**src/rtl/pg_alu_domain.sv**
```systemverilog
// rtl/pg_alu_domain.sv - power-gated ALU domain with sequencing FSM, isolation clamp and result retention
module pg_alu_domain #(
   parameter int               WIDTH      = 16,
   parameter logic [WIDTH-1:0] CLAMP_VAL  = {{(WIDTH-1){1'b0}}, 1'b1},
   parameter int               PWR_UP_CYC = 4,
   parameter int               PWR_DN_CYC = 2,
   parameter int               MUL_CYC    = 4
) (
   input  logic             clk,
   input  logic             rst_n,
   input  logic [WIDTH-1:0] a,
   input  logic [WIDTH-1:0] b,
   input  logic [3:0]       opcode,
   input  logic             start,
   input  logic             wake_req,
   input  logic             sleep_req,
   output logic [WIDTH-1:0] result,
   output logic             result_valid,
   output logic             busy,
   output logic             iso_active,
   output logic             pwr_en,
   output logic [1:0]       pd_state,
   output logic             err_dropped
);

   localparam int SHW  = $clog2(WIDTH);
   localparam int PMAX = (PWR_UP_CYC > PWR_DN_CYC) ? PWR_UP_CYC : PWR_DN_CYC;
   localparam int PCW  = $clog2(PMAX + 1);
   localparam int MCW  = $clog2(MUL_CYC + 1);

   // Counters run from LOAD down to 0, so a phase lasts LOAD+1 cycles.
   localparam logic [PCW-1:0] UP_LOAD  = PCW'(PWR_UP_CYC - 1);
   localparam logic [PCW-1:0] DN_LOAD  = PCW'(PWR_DN_CYC - 1);
   localparam logic [MCW-1:0] MUL_LOAD = MCW'(MUL_CYC - 2);
   localparam logic [3:0]     OP_MUL   = 4'd7;

   typedef enum logic [1:0] {
      ST_OFF      = 2'd0,
      ST_WAKING   = 2'd1,
      ST_ON       = 2'd2,
      ST_SLEEPING = 2'd3
   } pd_state_e;

   pd_state_e        state_q, state_d;
   logic [PCW-1:0]   pcnt_q, pcnt_d;
   logic             pwr_en_q, pwr_en_d;
   logic             iso_q, iso_d;
   logic             sleep_pend_q, sleep_pend_d;
   logic             busy_q, busy_d;
   logic [MCW-1:0]   mcnt_q, mcnt_d;
   logic [WIDTH-1:0] mul_a_q, mul_a_d;
   logic [WIDTH-1:0] mul_b_q, mul_b_d;
   logic [WIDTH-1:0] ret_q, ret_d;
   logic             valid_q, valid_d;
   logic             err_q, err_d;

   logic [WIDTH-1:0] alu_res;
   logic [WIDTH-1:0] mul_res;
   logic             accept;

   // Single-cycle ALU result; opcode 7 is handled by the multi-cycle multiplier.
   always_comb begin
      alu_res = '0;
      case (opcode)
         4'd0:    alu_res = a + b;
         4'd1:    alu_res = a - b;
         4'd2:    alu_res = a & b;
         4'd3:    alu_res = a | b;
         4'd4:    alu_res = a ^ b;
         4'd5:    alu_res = a << b[SHW-1:0];
         4'd6:    alu_res = a >> b[SHW-1:0];
         default: alu_res = '0;
      endcase
   end

   assign mul_res = mul_a_q * mul_b_q;

   // A start is only taken while powered, idle and with no sleep in the pipe.
   assign accept = (state_q == ST_ON) && !busy_q && !sleep_req && !sleep_pend_q;

   // Next-state logic for the power sequencer, operation issue and retention.
   always_comb begin
      state_d      = state_q;
      pcnt_d       = pcnt_q;
      pwr_en_d     = pwr_en_q;
      iso_d        = iso_q;
      sleep_pend_d = sleep_pend_q;
      busy_d       = busy_q;
      mcnt_d       = mcnt_q;
      mul_a_d      = mul_a_q;
      mul_b_d      = mul_b_q;
      ret_d        = ret_q;
      valid_d      = 1'b0;
      err_d        = 1'b0;

      if (start) begin
         if (accept) begin
            if (opcode == OP_MUL) begin
               busy_d  = 1'b1;
               mcnt_d  = MUL_LOAD;
               mul_a_d = a;
               mul_b_d = b;
            end else begin
               ret_d   = alu_res;
               valid_d = 1'b1;
            end
         end else begin
            err_d = 1'b1;
         end
      end

      // Multiply completes on its last busy cycle so busy drops with the valid pulse.
      if (busy_q) begin
         if (mcnt_q == '0) begin
            busy_d  = 1'b0;
            ret_d   = mul_res;
            valid_d = 1'b1;
         end else begin
            mcnt_d = mcnt_q - 1'b1;
         end
      end

      case (state_q)
         ST_OFF: begin
            if (wake_req && !sleep_req) begin
               state_d  = ST_WAKING;
               pcnt_d   = UP_LOAD;
               pwr_en_d = 1'b1;
               iso_d    = 1'b1;
            end
         end
         ST_WAKING: begin
            if (pcnt_q == '0) begin
               state_d = ST_ON;
               iso_d   = 1'b0;
            end else begin
               pcnt_d = pcnt_q - 1'b1;
            end
         end
         ST_ON: begin
            if ((sleep_req || sleep_pend_q) && !busy_q) begin
               state_d      = ST_SLEEPING;
               iso_d        = 1'b1;
               pcnt_d       = DN_LOAD;
               sleep_pend_d = 1'b0;
            end else if (sleep_req) begin
               sleep_pend_d = 1'b1;
            end
         end
         ST_SLEEPING: begin
            if (pcnt_q == '0) begin
               state_d  = ST_OFF;
               pwr_en_d = 1'b0;
            end else begin
               pcnt_d = pcnt_q - 1'b1;
            end
         end
      endcase
   end

   // State and output registers; reset discards any in-flight multiply.
   always_ff @(posedge clk) begin
      if (!rst_n) begin
         state_q      <= ST_OFF;
         pcnt_q       <= '0;
         pwr_en_q     <= 1'b0;
         iso_q        <= 1'b1;
         sleep_pend_q <= 1'b0;
         busy_q       <= 1'b0;
         mcnt_q       <= '0;
         mul_a_q      <= '0;
         mul_b_q      <= '0;
         ret_q        <= '0;
         valid_q      <= 1'b0;
         err_q        <= 1'b0;
      end else begin
         state_q      <= state_d;
         pcnt_q       <= pcnt_d;
         pwr_en_q     <= pwr_en_d;
         iso_q        <= iso_d;
         sleep_pend_q <= sleep_pend_d;
         busy_q       <= busy_d;
         mcnt_q       <= mcnt_d;
         mul_a_q      <= mul_a_d;
         mul_b_q      <= mul_b_d;
         ret_q        <= ret_d;
         valid_q      <= valid_d;
         err_q        <= err_d;
      end
   end

   assign result       = iso_q ? CLAMP_VAL : ret_q;
   assign result_valid = valid_q;
   assign busy         = busy_q;
   assign iso_active   = iso_q;
   assign pwr_en       = pwr_en_q;
   assign pd_state     = state_q;
   assign err_dropped  = err_q;

endmodule

```
**config.mk**
```make
export PLATFORM = sky130hd
export DESIGN_NAME = pg_alu_domain
export DESIGN_NICKNAME = d
export VERILOG_FILES = /design/src/rtl/pg_alu_domain.sv
export SDC_FILE = /design/constraint.sdc
export NUM_CORES = 1
export LEC_CHECK = 0
export CORE_ASPECT_RATIO = 0.6
export CORE_MARGIN = 2
export CORE_UTILIZATION = 45
export DETAILED_ROUTE_END_ITERATION = 8
export SLEW_MARGIN = 20
export SYNTH_ARGS = -nofsm -noshare
export SYNTH_HDL_FRONTEND = slang
export SYNTH_SLANG_ARGS = --single-unit
export TNS_END_PERCENT = 10
```
**constraint.sdc**
```tcl
create_clock -name clk -period 6.49 [get_ports clk]
set_input_delay 1.298 -clock clk [delete_from_list [all_inputs] [get_ports clk]]
set_output_delay 1.298 -clock clk [all_outputs]
set_load 0.02 [all_outputs]
```
Word-level counts from Yosys, hierarchy flattened
Cells that the tools add are included.

Bits of input ports: 41. Word-level logic and storage cells: 100. Output and inout port bits: 23. Register bits: 62.

Add/subtract/negate cells: 4. Reductions and logical operators: 24. Shift-type cells: 2. Bitwise operators: 3. Equality and inequality tests: 15. Mux-type cells: 39. Multipliers: 1.

Operators with widths (number): 16-bit one-hot mux with 7 select lines (1); 16-bit two-way mux (6); 3-bit two-way mux (8); 16-bit adder (1); 16-bit bitwise AND (1); 4-bit by 3-bit == test with 1-bit output, second input constant (4); 16-bit by 16-bit multiplier with 16-bit output (1); 1-bit two-way mux (16); 16-bit bitwise OR (1); 16-bit by 4-bit left shift with 16-bit output (1); 16-bit by 4-bit >> shifter with 16-bit output (1); 16-bit subtractor (1); 16-bit bitwise XOR (1); 3-bit one-hot mux with 3 select lines (1); 3-bit AND reduction (3); 4-bit by 2-bit == test with 1-bit output, second input constant (2); 2-bit two-way mux (4); 2-bit inequality test, second input constant (4); 2-bit one-hot mux with 4 select lines (1); 4-bit AND reduction (2); 3-bit zero test (2); 3-bit by 1-bit subtractor with 3-bit output, second input constant (2); 1-bit logical AND (5); 2-bit == test, second input constant (2); other kinds (13) (17).

Longest topological paths before layout
Word-level depth: 8. Depth in mapped cells: 21. Depth with buffers taken out: 20.

Worst setup path before layout
No wires, ideal clock.

Path kind: reg-to-reg. From: register mul_b_q[1]. To: register ret_q[15]. Arrival time: 5.172 ns. Buffers on the path: 1. Setup time: 0.120 ns. Cell stages (with the launch flop): 20. Period minus slack after synthesis: 5.292 ns. Path slack: 1.198 ns. Cells stage by stage: dfxtp_1 > clkbuf_1 > and2_1 > fa_1 > inv_1 > fa_1 > inv_1 > fa_1 > fa_1 > inv_1 > fa_1 > fa_1 > xnor2_1 > xnor2_1 > xnor2_1 > xnor2_1 > xnor3_1 > xnor2_1 > nor2_1 > o31a_1.

Cells in the longest elaborated chain, start to end: 3.

RTL lines: start, declared (line 52) `logic [WIDTH-1:0] mul_b_q, mul_b_d;`; start signal, assigned (line 185) `mul_b_q <= mul_b_d;`; 16-bit by 16-bit multiplier with 16-bit output (line 76) `assign mul_res = mul_a_q * mul_b_q;`; 16-bit two-way mux (line 114) `if (mcnt_q == '0) begin`; 16-bit two-way mux (line 113) `if (busy_q) begin`; end signal, assigned (line 186) `ret_q <= ret_d;`; end, declared (line 53) `logic [WIDTH-1:0] ret_q, ret_d;`.

No other way between the ends. A chain may end at the register's enable or synchronous reset.

Final worst setup path
From: register mul_b_q[1]. To: register ret_q[14].

The elaborated chain is that of the path after synthesis.

==> reports/qor.txt <==
Worst slew margin - 32.7%
Placed Cells - 1,552
share of layout cells above drive strength 1 - 4.20%
setup ws final - 0.815 ns
Avg WL per Cell - 21.4 um
Netlist cell types - 64
endpoints failing setup - 0
crit share post-route - 87.4%
worst path arrival time - 5.94 ns
first-pass GRT wire length - 51,900 um
Top FF cell, synth - dfxtp_1
Layout area overhead - 11.3%
pin count of the biggest net entering global routing - 47
register area share after synthesis - 12.7%
Overflow after GRT - 0
hold path depth - 2
CORE AREA - 21,200 um^2
reg2reg end - ret_q[14]
final critical-path required period - 5.68 ns
starting density of the core - 46.3%
row cnt - 41
PD cells - 130 nW/um^2
setup_tns - 0 ns
vias in the first global route - 8,647
outcome - finished clean
CP Cell Sequence - nand2_1, fa_1, fa_1, fa_1, fa_1, inv_1, fa_1, inv_1, fa_1, inv_1, ha_1, nand3_1, o31ai_1, o211ai_1, xnor2_1, nand3_1, o21ai_1
worst slew pin tran - 0.998 ns
hold violation count in the final report - 0
die height - 118 um
TritonCTS clock tree - yes
peak supply drop - 0.166 mV
Ys Warns - 0
PortBufs - 63
CTS sink cnt - 62
Synth async-reset ratio - 0%
syn_area_per_cell - 7.77 um^2
hold_ws - 0.463 ns
CP required - 6.75 ns
setup bufs post-CTS - 0
count of flip-flops with a built-in enable after synthesis - 0
Max-Cap Viols - 0
Setup Skew - 0.00621 ns
initial antenna violation count - 0
HPWL Detailed - 27,300 um
CTS Hold Bufs - 0
GR peak layer - met1
Slew Limit Fails - 0
CP max stage delay - 0.64 ns
Gate Count Post-Synth - 1,262
Starting DRT DRC Count - 951
gr usage total - 29.7%
met1 Use GR - 46.5%
CP Buf/Inv Count - 3
Setup CP Type - register to register
Reg2Reg Depth - 17
CTS buffer count - 9
FMAX - 0.176 GHz
final wirelength - 33,500 um
vias per inst - 5.80
H-tree depth - 3
CTS root buffer - clkbuf_16
IO Pins - 64
Die X - 195 um
Mapped Area - 9800 um^2
Setup crit end kind - register
met2 Use GR - 37.0%
startpoint class of the critical path - register
Critical-path top delay cell - dfxtp_1
Reg clk slew, reported paths - 0.05 ns
Residual DRC - 0
Initial DRT Pass Iterations - 6
met3 GRT Util - 12.7%
P_leak - 0.00477 uW
Critical Path Fanout Max - 16
Place WS - 0.884 ns
die area - 23,000 um^2
Seq cells post-synth - 62
most frequent cells in the layout - nand2_1, inv_1, ha_1
Max Buffers Root-to-Sink - 2
Final nets - 1,513
R2R Path Start - mul_b_q[1]
final cell count without fillers - 1,566
syn_nets - 1,491
clock latency at the later pin of the worst-skew pair - 0.33 ns
most common cell after layout, fill and taps aside - nand2_1
CP top delay family - adder cells
via count - 9,089
GPL Wtd Cong - 0.968
hold_sp - mul_b_q[15]
Worst Hold Class - register to register
Worst Hold End - mul_b_q[15]
# resized after CTS - 0
cell repeated most along the worst path - fa_1
Final ANT Viol Nets - 0
Util after Layout - 51.5%
ant diodes - 0
setup slack, reg-to-reg - 0.81 ns
setup repair after global routing missed its margin - false
[worst min-delay path, stage by stage, from the launching register on]
cell     delay (ns)
dfxtp_1        0.31
nand2_1        0.05
a21oi_1        0.05
[cells in the mapped netlist (5+ instances only)]
cell,instances,area [um^2]
inv_1,168,631
a211o_1,5,43.8
ha_1,107,1340
mux2_2,6,67.6
o21ai_0,41,205
xnor2_1,48,420
xor2_1,10,87.6
mux2i_1,35,350
a221oi_1,16,140
o31ai_1,7,52.6
mux4_2,5,113
a21oi_1,79,395
nand2b_1,9,56.3
fa_1,81,1620
a31oi_1,16,100
and3_1,6,37.5
dfxtp_1,62,1240
nor2_1,68,255
or3_1,11,68.8
a211oi_1,19,143
o22ai_1,5,31.3
nand2_1,169,634
nand3_1,14,70.1
o211ai_1,14,105
a21o_1,6,45.0
o21bai_1,6,45.0
buf_2,14,70.1
clkbuf_1,51,191
nor3_1,28,140
or4_1,6,45.0
nor2b_1,17,106
and2_1,74,463
[logic make-up (layout without fill, tap and decap cells)]
group                      after synthesis  count (layout)  share of synthesized area (%)
buffers and inverters                  242             267                           9.60
adders and majority gates              188             188                           30.2
xor gates and xnor gates                59              59                           5.41
AOI/OAI and AO/OA                      249             249                           16.4
muxes                                   46              46                           5.41
DFF                                     62              62                           12.7
and+or+nand+nor                        416             416                           20.3
[final cells by class]
type	count	area [um^2]
repair buffers	83	776
clock inverters	1	5.00
multi-input cells	958	7630
inverters	170	638
flip-flops and latches	62	1240
fillers	2129	10300
clock buffers	13	270
well taps	279	349
[state kept, by name (all words and copies together) (netlist names), 2 cells and up]
signal / cells
mul_a_q: 16
pd_state: 2
pcnt_q: 3
mul_b_q: 16
mcnt_q: 3
ret_q: 16
[where the power goes]
group | internal, uW | leakage [uW] | switching, uW | total (uW)
registers | 404 | 0.000501 | 36.2 | 440
logic | 203 | 0.00414 | 329 | 532
clock network | 284 | 0.000138 | 158 | 442
total | 890 | 0.00477 | 523 | 1410
[per-stage QoR]
stage          cell area, um^2  total power (uW)
6_report                 10900              1410
4_1_cts                  10900              1410
3_3_place_gp             10600               961
3_5_place_dp             10600               958
5_1_grt                  10900              1490
2_1_floorplan             9800               761
[per-layer routing]
metal	up-vias	wire length (um)
met5	-	72
met3	27	4640
met4	2	246
li1	4247	-
met2	447	11800
met1	4366	16700
[how the worst max path moves through the flow]
stage	from	endpoint	slack [ns]	depth (start not counted)
floorplan	mul_b_q[1]	ret_q[15]	1.20	19
global placement	mul_b_q[1]	ret_q[14]	0.94	17
detailed placement	mul_b_q[1]	ret_q[14]	0.88	17
CTS	mul_b_q[1]	ret_q[14]	0.84	17
global route	mul_b_q[1]	ret_q[14]	0.48	17
finish	mul_b_q[1]	ret_q[14]	0.81	17
Power figures use the tool's default switching activity.
